<file path="config.mk">
export PLATFORM = sky130hd
export DESIGN_NAME = hourly_chime
export DESIGN_NICKNAME = d
export VERILOG_FILES = /design/src/rtl/clock_pkg.sv /design/src/rtl/tone_gen.sv /design/src/rtl/hourly_chime.sv
export SDC_FILE = /design/constraint.sdc
export NUM_CORES = 1
export LEC_CHECK = 0
export ABC_CLOCK_PERIOD_IN_PS = 4000
export BUFFER_PORTS_ARGS = -buffer_cell sky130_fd_sc_hd__buf_2
export CAP_MARGIN = 20
export CORE_AREA = 2 2 71 106
export DETAILED_ROUTE_END_ITERATION = 10
export DIE_AREA = 0 0 73 108
export GPL_TIMING_DRIVEN = 1
export PLACE_DENSITY = 0.6
export SYNTH_ARGS = -nofsm -noshare
export SYNTH_HDL_FRONTEND = slang
export SYNTH_SLANG_ARGS = --single-unit
</file>
<file path="constraint.sdc">
create_clock -name clk -period 4 [get_ports clk]
set_clock_uncertainty 0.2 [all_clocks]
set_input_delay 0.4 -clock clk [delete_from_list [all_inputs] [get_ports clk]]
set_output_delay 0.4 -clock clk [all_outputs]
set_load 0.01 [all_outputs]
</file>
<file path="src/rtl/clock_pkg.sv">
// Shared definitions for the clock/chime blocks: FSM encoding, strike limits
// and the hour-to-strike mapping used by hourly_chime.
package clock_pkg;

  typedef enum logic [1:0] {
    ST_IDLE = 2'd0,
    ST_BEEP = 2'd1,
    ST_GAP  = 2'd2
  } chime_state_e;

  localparam int unsigned MAX_STRIKES = 12;
  localparam int unsigned HOURS_W     = 5;

  // 12-hour dial: 0 and 12 strike twelve; out-of-range hours strike once.
  function automatic logic [3:0] strike_count(input logic [HOURS_W-1:0] hours);
    logic [HOURS_W-1:0] h;
    if (hours >= HOURS_W'(24)) return 4'd1;
    h = hours;
    if (h >= HOURS_W'(12)) h = h - HOURS_W'(12);
    if (h == '0) return 4'(MAX_STRIKES);
    return h[3:0];
  endfunction

endpackage

</file>
<file path="src/rtl/tone_gen.sv">
// Square-wave tone generator: toggles every TONE_HALF enabled cycles,
// clr forces count and output back to 0.
module tone_gen #(
  parameter int unsigned TONE_HALF = 12500
) (
  input  logic clk,
  input  logic rst_n,
  input  logic en,
  input  logic clr,
  output logic tone
);

  localparam int unsigned    CW   = (TONE_HALF > 1) ? $clog2(TONE_HALF) : 1;
  localparam logic [CW-1:0]  TERM = CW'(TONE_HALF - 1);

  logic [CW-1:0] cnt_q, cnt_d;
  logic          tone_q, tone_d;

  always_comb begin
    cnt_d  = cnt_q;
    tone_d = tone_q;
    if (clr) begin
      cnt_d  = '0;
      tone_d = 1'b0;
    end else if (en) begin
      if (cnt_q == TERM) begin
        cnt_d  = '0;
        tone_d = ~tone_q;
      end else begin
        cnt_d = cnt_q + CW'(1);
      end
    end
  end

  always_ff @(posedge clk or negedge rst_n) begin
    if (!rst_n) begin
      cnt_q  <= '0;
      tone_q <= 1'b0;
    end else begin
      cnt_q  <= cnt_d;
      tone_q <= tone_d;
    end
  end

  assign tone = tone_q;

endmodule

</file>
<file path="src/rtl/hourly_chime.sv">
// Hourly chime player: synchronises the 1 Hz play_sound trigger and strikes the
// hour on the buzzer. Define CHIME_STRIKE_COUNT_EN to strike per hour; else one beep.
module hourly_chime
  import clock_pkg::*;
#(
  parameter int unsigned TONE_HALF   = 12500,
  parameter int unsigned BEEP_CYCLES = 10_000_000,
  parameter int unsigned GAP_CYCLES  = 15_000_000
) (
  input  logic               clk,
  input  logic               rst_n,
  input  logic               play_sound,
  input  logic [HOURS_W-1:0] hours,
  input  logic               mute,
  output logic               buzzer,
  output logic               busy,
  output logic               done
);

  localparam int unsigned   MAXC      = (BEEP_CYCLES > GAP_CYCLES) ? BEEP_CYCLES : GAP_CYCLES;
  localparam int unsigned   PH_W      = (MAXC > 1) ? $clog2(MAXC) : 1;
  localparam logic [PH_W-1:0] BEEP_TERM = PH_W'(BEEP_CYCLES - 1);
  localparam logic [PH_W-1:0] GAP_TERM  = PH_W'(GAP_CYCLES - 1);

  logic            sync1_q, sync2_q, prev_q, trig_q;
  logic [1:0]      warm_q;
  chime_state_e    state_q, state_d;
  logic [PH_W-1:0] phase_q, phase_d;
  logic            done_q, done_d;
  logic            buzzer_q, buzzer_d;
  logic            tone, tone_clr;

  // prev_q starts high and only tracks sync2_q once the synchroniser holds a
  // real sample, so a level already high at reset release is not an edge.
  always_ff @(posedge clk or negedge rst_n) begin
    if (!rst_n) begin
      sync1_q <= 1'b0;
      sync2_q <= 1'b0;
      warm_q  <= '0;
      prev_q  <= 1'b1;
      trig_q  <= 1'b0;
    end else begin
      sync1_q <= play_sound;
      sync2_q <= sync1_q;
      warm_q  <= {warm_q[0], 1'b1};
      if (warm_q[1]) prev_q <= sync2_q;
      trig_q  <= warm_q[1] & sync2_q & ~prev_q;
    end
  end

`ifdef CHIME_STRIKE_COUNT_EN
  logic [3:0] strikes_left_q, strikes_left_d;

  always_ff @(posedge clk or negedge rst_n) begin
    if (!rst_n) strikes_left_q <= '0;
    else        strikes_left_q <= strikes_left_d;
  end
`else
  logic unused_hours;
  assign unused_hours = ^hours;
`endif

  always_comb begin
    state_d  = state_q;
    phase_d  = phase_q;
    done_d   = 1'b0;
    tone_clr = 1'b0;
`ifdef CHIME_STRIKE_COUNT_EN
    strikes_left_d = strikes_left_q;
`endif
    unique case (state_q)
      ST_IDLE: begin
        if (trig_q) begin
`ifdef CHIME_STRIKE_COUNT_EN
          strikes_left_d = strike_count(hours);
`endif
          phase_d  = '0;
          state_d  = ST_BEEP;
          tone_clr = 1'b1;
        end
      end
      ST_BEEP: begin
        if (phase_q == BEEP_TERM) begin
          phase_d = '0;
`ifdef CHIME_STRIKE_COUNT_EN
          strikes_left_d = strikes_left_q - 4'd1;
          if (strikes_left_q == 4'd1) begin
            state_d = ST_IDLE;
            done_d  = 1'b1;
          end else begin
            state_d = ST_GAP;
          end
`else
          state_d = ST_IDLE;
          done_d  = 1'b1;
`endif
        end else begin
          phase_d = phase_q + PH_W'(1);
        end
      end
      ST_GAP: begin
        if (phase_q == GAP_TERM) begin
          phase_d  = '0;
          state_d  = ST_BEEP;
          tone_clr = 1'b1;
        end else begin
          phase_d = phase_q + PH_W'(1);
        end
      end
      default: state_d = ST_IDLE;
    endcase
    // Gate on both sides of the register so the last beep sample never leaks into a gap.
    buzzer_d = tone & ~mute & (state_q == ST_BEEP) & (state_d == ST_BEEP);
  end

  always_ff @(posedge clk or negedge rst_n) begin
    if (!rst_n) begin
      state_q  <= ST_IDLE;
      phase_q  <= '0;
      done_q   <= 1'b0;
      buzzer_q <= 1'b0;
    end else begin
      state_q  <= state_d;
      phase_q  <= phase_d;
      done_q   <= done_d;
      buzzer_q <= buzzer_d;
    end
  end

  tone_gen #(
    .TONE_HALF(TONE_HALF)
  ) u_tone_gen (
    .clk  (clk),
    .rst_n(rst_n),
    .en   (state_q == ST_BEEP),
    .clr  (tone_clr),
    .tone (tone)
  );

  assign buzzer = buzzer_q;
  assign busy   = (state_q != ST_IDLE);
  assign done   = done_q;

endmodule

</file>
Word level (Yosys, flattened, before mapping)
Index checks and enable logic that the tools add are counted.

operators by class
  add/subtract/negate cells = 2
  equal/unequal tests = 7
  muxes and demuxes = 19
  bitwise logic cells = 8
  reduce and logical (&&, ||, !) cells = 7

operator list
  kind                   number
  $mux 24                3
  $pmux 24 s3            1
  $eq 24x24->1 const B   2
  $mux 14                3
  $add 24x1->24 const B  1
  $add 14x1->14 const B  1
  $eq 14x14->1 const B   1
  $mux 1                 7
  $mux 2                 3
  $pmux 2 s3             1
  $reduce_bool 2->1      3
  $and 1x1->1            5
  $eq 2x1->1 const B     2
  $reduce_and 2->1       2
  $not 1->1              3
  $reduce_bool 3->1      1
  $eq 2x2->1 const B     1
  $logic_not 2->1        1
  $ne 2x2->1 const B     1
  $pmux 1 s2             1

word-level totals
  register bits after elaboration = 49
  input port bits = 9
  output and inout port bits = 3
  logic and storage cells = 54

Longest topological paths before layout
  word-level depth = 5
  gate-level depth with buffers = 8
  depth with buffers taken out = 7

Hierarchy
Synthesis repeated with hierarchy kept, for this count alone.

second synthesis, totals
  cells, all modules = 268
  area total of the unflattened synthesis = 2658.8 um^2

modules (own cells, without submodules)
  module        instances  cells each  area each (um^2)  sequential area each (um^2)
  hourly_chime  1          185         1860.5            852.1
  tone_gen      1          83          798.3             375.4

Worst setup path before layout
Ideal clock, no wire load.

  path kind = register to register
  from = register state_q[0]
  to = register phase_q[17]
  library setup time = 133 ps
  arrival time = 2131 ps
  data required time = 3667 ps
  path slack = 1536 ps
  stages on the path, launching flop included = 9
  path buffers = 1
  period minus slack after synthesis = 2464 ps
  cell sequence = dfrtp_1 > inv_1 > ha_1 > nor2b_1 > or4_1 > clkbuf_1 > nor4_1 > xnor2_1 > nor2_1

on the way
  word-level cells in the longest chain between the ends = 3
  elaborated cells between the ends (all ways) = 7
  those cells by class = 3 x eq/ne; 1 x mux; 3 x reduce/logical

RTL lines
  item                                                              line                 RTL
  start: declaration                                                hourly_chime.sv:27   chime_state_e state_q, state_d;
  start signal: assignment                                          hourly_chime.sv:123  state_q <= state_d;
  $eq 2x2->1, or another cell as far along                          hourly_chime.sv:71   unique case (state_q)
  $reduce_bool 3->1 (no source line) or $ne 2x2->1 (tied branches)  --
  $reduce_and 2->1 (no source line)                                 --
  end signal: assignment                                            hourly_chime.sv:124  phase_q <= phase_d;
  end: declaration                                                  hourly_chime.sv:28   logic [PH_W-1:0] phase_q, phase_d;

Parallel ways exist; a longest one is shown, timed or not.
A chain may end at the register's enable or synchronous reset.

Worst setup path after layout
  from = register phase_q[9]
  to = register u_tone_gen.cnt_q[0]

on the way
  word-level cells in the longest chain between the ends = 4
  elaborated cells between the ends (all ways) = 5
  those cells by class = 1 x eq/ne; 3 x mux; 1 x reduce/logical

RTL lines
  item                                          line                 RTL
  $eq 24x24->1 *                                hourly_chime.sv:102  if (phase_q == GAP_TERM) begin
  $mux 1 *                                      hourly_chime.sv:102
  $pmux 1 s2 *                                  hourly_chime.sv:71
  $mux 14 or $reduce_bool 2->1 (tied branches)  --
  end signal: assignment                        tone_gen.sv:40       cnt_q <= cnt_d;
  end: declaration                              tone_gen.sv:16       logic [CW-1:0] cnt_q, cnt_d;

Mark *: on every way between the ends. The rest lies on a longest branch, timed or not.

==> flow_metrics.tcl <==
set metrics [dict create \
    critical_path_arrival_ns 3.07 \
    dr.pass1.iters 4 \
    fmax_mhz 329.8 \
    cpLargestDelayFamily "simple AND/OR/NAND/NOR gates" \
    final.period_utilization_pct 75.80 \
    ys_seq_area_share_pct 45.40 \
    switchingPower_w 0.0003863 \
    grt_overflow 0 \
    cts_setup_buffers 0 \
    clockBufferDepth 2 \
    crit_required_ns 4.03 \
    ff2ff_path_depth 5 \
    vias 2118 \
    root_buffer "clkbuf_8" \
    clkTransAtPathRegs_ns 0.09 \
    synth_compound_area_share_pct 13.37 \
    synth_adder_area_share_pct 3.239 \
    dieWidth_um 73 \
    synth_mux_area_share_pct 1.249 \
    async_reset_ff_share_pct 100.0 \
    syn_avg_cell_area_um2 9.761 \
    worstMarginPinSlew_ns 0.9373 \
    p_int_w 0.0007947 \
    yosysUniqueCellTypes 54 \
    dp_hpwl_um 3980 \
    crit_fanout 14 \
    die_area_um2 7884 \
    synth-seq-cells 49 \
    path_buf_inv 0 \
    avgViaCountPerCell 5.819 \
    start_util_pct 39.20 \
    synth_area_um2 2704 \
    htreeDepth 2 \
    ys_top_cells_by_area "dfrtp_1 44%, xnor2_1 4.5%, a22o_1 4.2%, nor2_1 3.9%, nand2_1 3.3%" \
    timing.setup.tns_ns 0 \
    rsz0062_at_grt "false" \
    first_iter_violations 132 \
    p_clk_share_pct 25.2 \
    grt_pass1_wl_um 10300 \
    cp.depth 5 \
    hp-class "input port to asynchronous set/reset pin" \
    yosys.area_share.simple_pct 27.81 \
    p_per_area_nw_per_um2 409.1 \
    grt_usage_pct 16.36 \
    core-area_um2 6898 \
    numCtsBuffers 5 \
    p_comb_share_pct 25.5 \
    rows 37 \
    drc 0 \
    synth_xor_area_share_pct 5.831 \
    ant_nets 0 \
    relSlewSlack_pct 36.94 \
    seqPwrFrac_pct 49.3 \
    gp_congestion 0.7863 \
    design_area_um2 2887 \
    clk_latency_ns 0.29 \
    die_h_um 108 \
    yosysMostFrequentCell "dfrtp_1" \
    finalNetCount 301 \
    crit_path_start_kind "register" \
    synth_nets 293 \
    yosysTopAreaCell "dfrtp_1" \
    cp-end-kind "register" \
    worst-setup-path-type "register to register" \
    syn_to_final_growth_pct 6.756 \
    crit_slowest_cell "nor2b_2" \
    yosys_warnings 0 \
    ys.flop_type "dfrtp_1" \
    antenna_found_initial 0 \
    synthTopCellsByCount "48 x dfrtp_1, 28 x nor2_1, 24 x nand2_1, 17 x o21ai_0, 14 x xnor2_1" \
    syn_inst 277 \
    period_needed_ns 3.032 \
    cts_sinks 49 \
    synth-edff-count 0 \
    setup_violations 0 \
    hold_violations 0 \
    wl_per_cell_um 15.92 \
    ctsHoldBuffers 0 \
    io_buffer_count 6 \
    status "finished, final reports clean" \
    leakagePower_nw 1.190 \
    layout-drive-gt1-share_pct 10.84 \
    placed_area_um2 2796 \
    ioPinCount 12 \
    cp_slowest_stage_delay_ns 0.59 \
    p_sw_share_pct 32.71 \
    synth_top_family_by_area "simple AND/OR/NAND/NOR gates" \
    postRouteWirelength_um 5795 \
    ir_drop_mv 0.2241 \
    synthDominantCellAreaShare_pct 44.42 \
    cp_cell_sequence "or4b_1 -> nor4_2 -> a41o_1 -> nor2b_2 -> mux2_2" \
    insertedDiodeCount 0 \
    cts_tree "done" \
    grt_max_degree 50 \
    finalMaxSlewViolations 0 \
    maxCapViolCount 0 \
    cts.repair.resized 0 \
    grt_pass1_vias 2162 \
    fin_worst_hold_slack_ns 0.002800 \
]
path summary, 6_finish.rpt:
| check | startpoint | to | slack (ns) |
|---|---|---|---|
| setup reg to reg | phase_q[9] | u_tone_gen.cnt_q[0] | 0.97 |
| min in group clk | play_sound | sync1_q | 0.01 |
| max in group asynchronous | rst_n | sync2_q | 3.16 |
| hold / removal | rst_n | phase_q[0] | 0.003 |
| setup / recovery | phase_q[9] | u_tone_gen.cnt_q[0] | 0.97 |
| hold reg to reg | warm_q[0] | warm_q[1] | 0.15 |
area by class of cell:
type                            instances  area, µm²
Clock buffer                            8      90.09
Fill cell                             708       4011
Inverter                               10      37.54
Multi-Input combinational cell        212       1396
Sequential cell                        49       1227
Tap cell                               78      97.59
Timing Repair Buffer                    7      37.54
per-layer routing:
layer	share of wire, %	track usage (%)	up-vias	routed length, µm
met4	1.2	6.614	0	70
met2	55	28.51	20	3159
met5	0	0	-	0
li1	-	-	1031	-
met1	43	19.73	1063	2485
met3	1.4	2.516	4	81
kinds of logic (layout without fill, tap and decap cells):
logic type               Yosys count  after routing
AO/OA/AOI/OAI                     48             48
XOR/XNOR                          18             18
adder cells (fa/ha/maj)            7              7
buffers and inverters             16             25
flip-flops                        49             49
multiplexers                       3              3
other                              1              1
AND/OR/NAND/NOR                  135            135
registers in the layout, indices dropped and copies added, names as in the netlist:
register	count
buzzer	1
done	1
phase_q	24
prev_q	1
state_q	2
sync1_q	1
sync2_q	1
trig_q	1
u_tone_gen.cnt_q	14
u_tone_gen.tone	1
warm_q	2
placed cells by master (no fill, tap or decap), types with 7 or more instances in the layout:
cell type  synthesis  final
nor2b_1            7      7
inv_1             10     10
o21ai_0           17     17
nor3_1            11     11
a22o_1            13     13
ha_1               7      7
xnor2_1           14     14
dfrtp_1           48     48
nor4_1            13     13
nor2_1            28     28
nand3_1           13     13
and3_1             9      9
nand2_1           24     24
through the flow:
stage | setup WS, ns | total power (W) | instances | util (%)
floorplan | 1.536 | 0.0008278 | 277 | -
global placement | 0.9862 | 0.0008887 | 356 | 40.54
detailed placement | 0.9758 | 0.0008966 | 356 | 40.54
CTS | 0.9598 | 0.001198 | 364 | 41.85
global route | 0.7274 | 0.001257 | 364 | 41.85
finish | 0.9680 | 0.001181 | 364 | 41.85
power groups by stage:
stage          clock network (W)  logic [W]  registers (W)
5_1_grt                 0.000329   0.000339       0.000589
2_1_floorplan                  0   0.000249       0.000579
3_3_place_gp                   0   0.000298       0.000591
4_1_cts                 0.000311   0.000306       0.000582
3_5_place_dp                   0   0.000305       0.000592
6_report                0.000298   0.000301       0.000582
No activity file was read; power rests on OpenSTA's default activity.
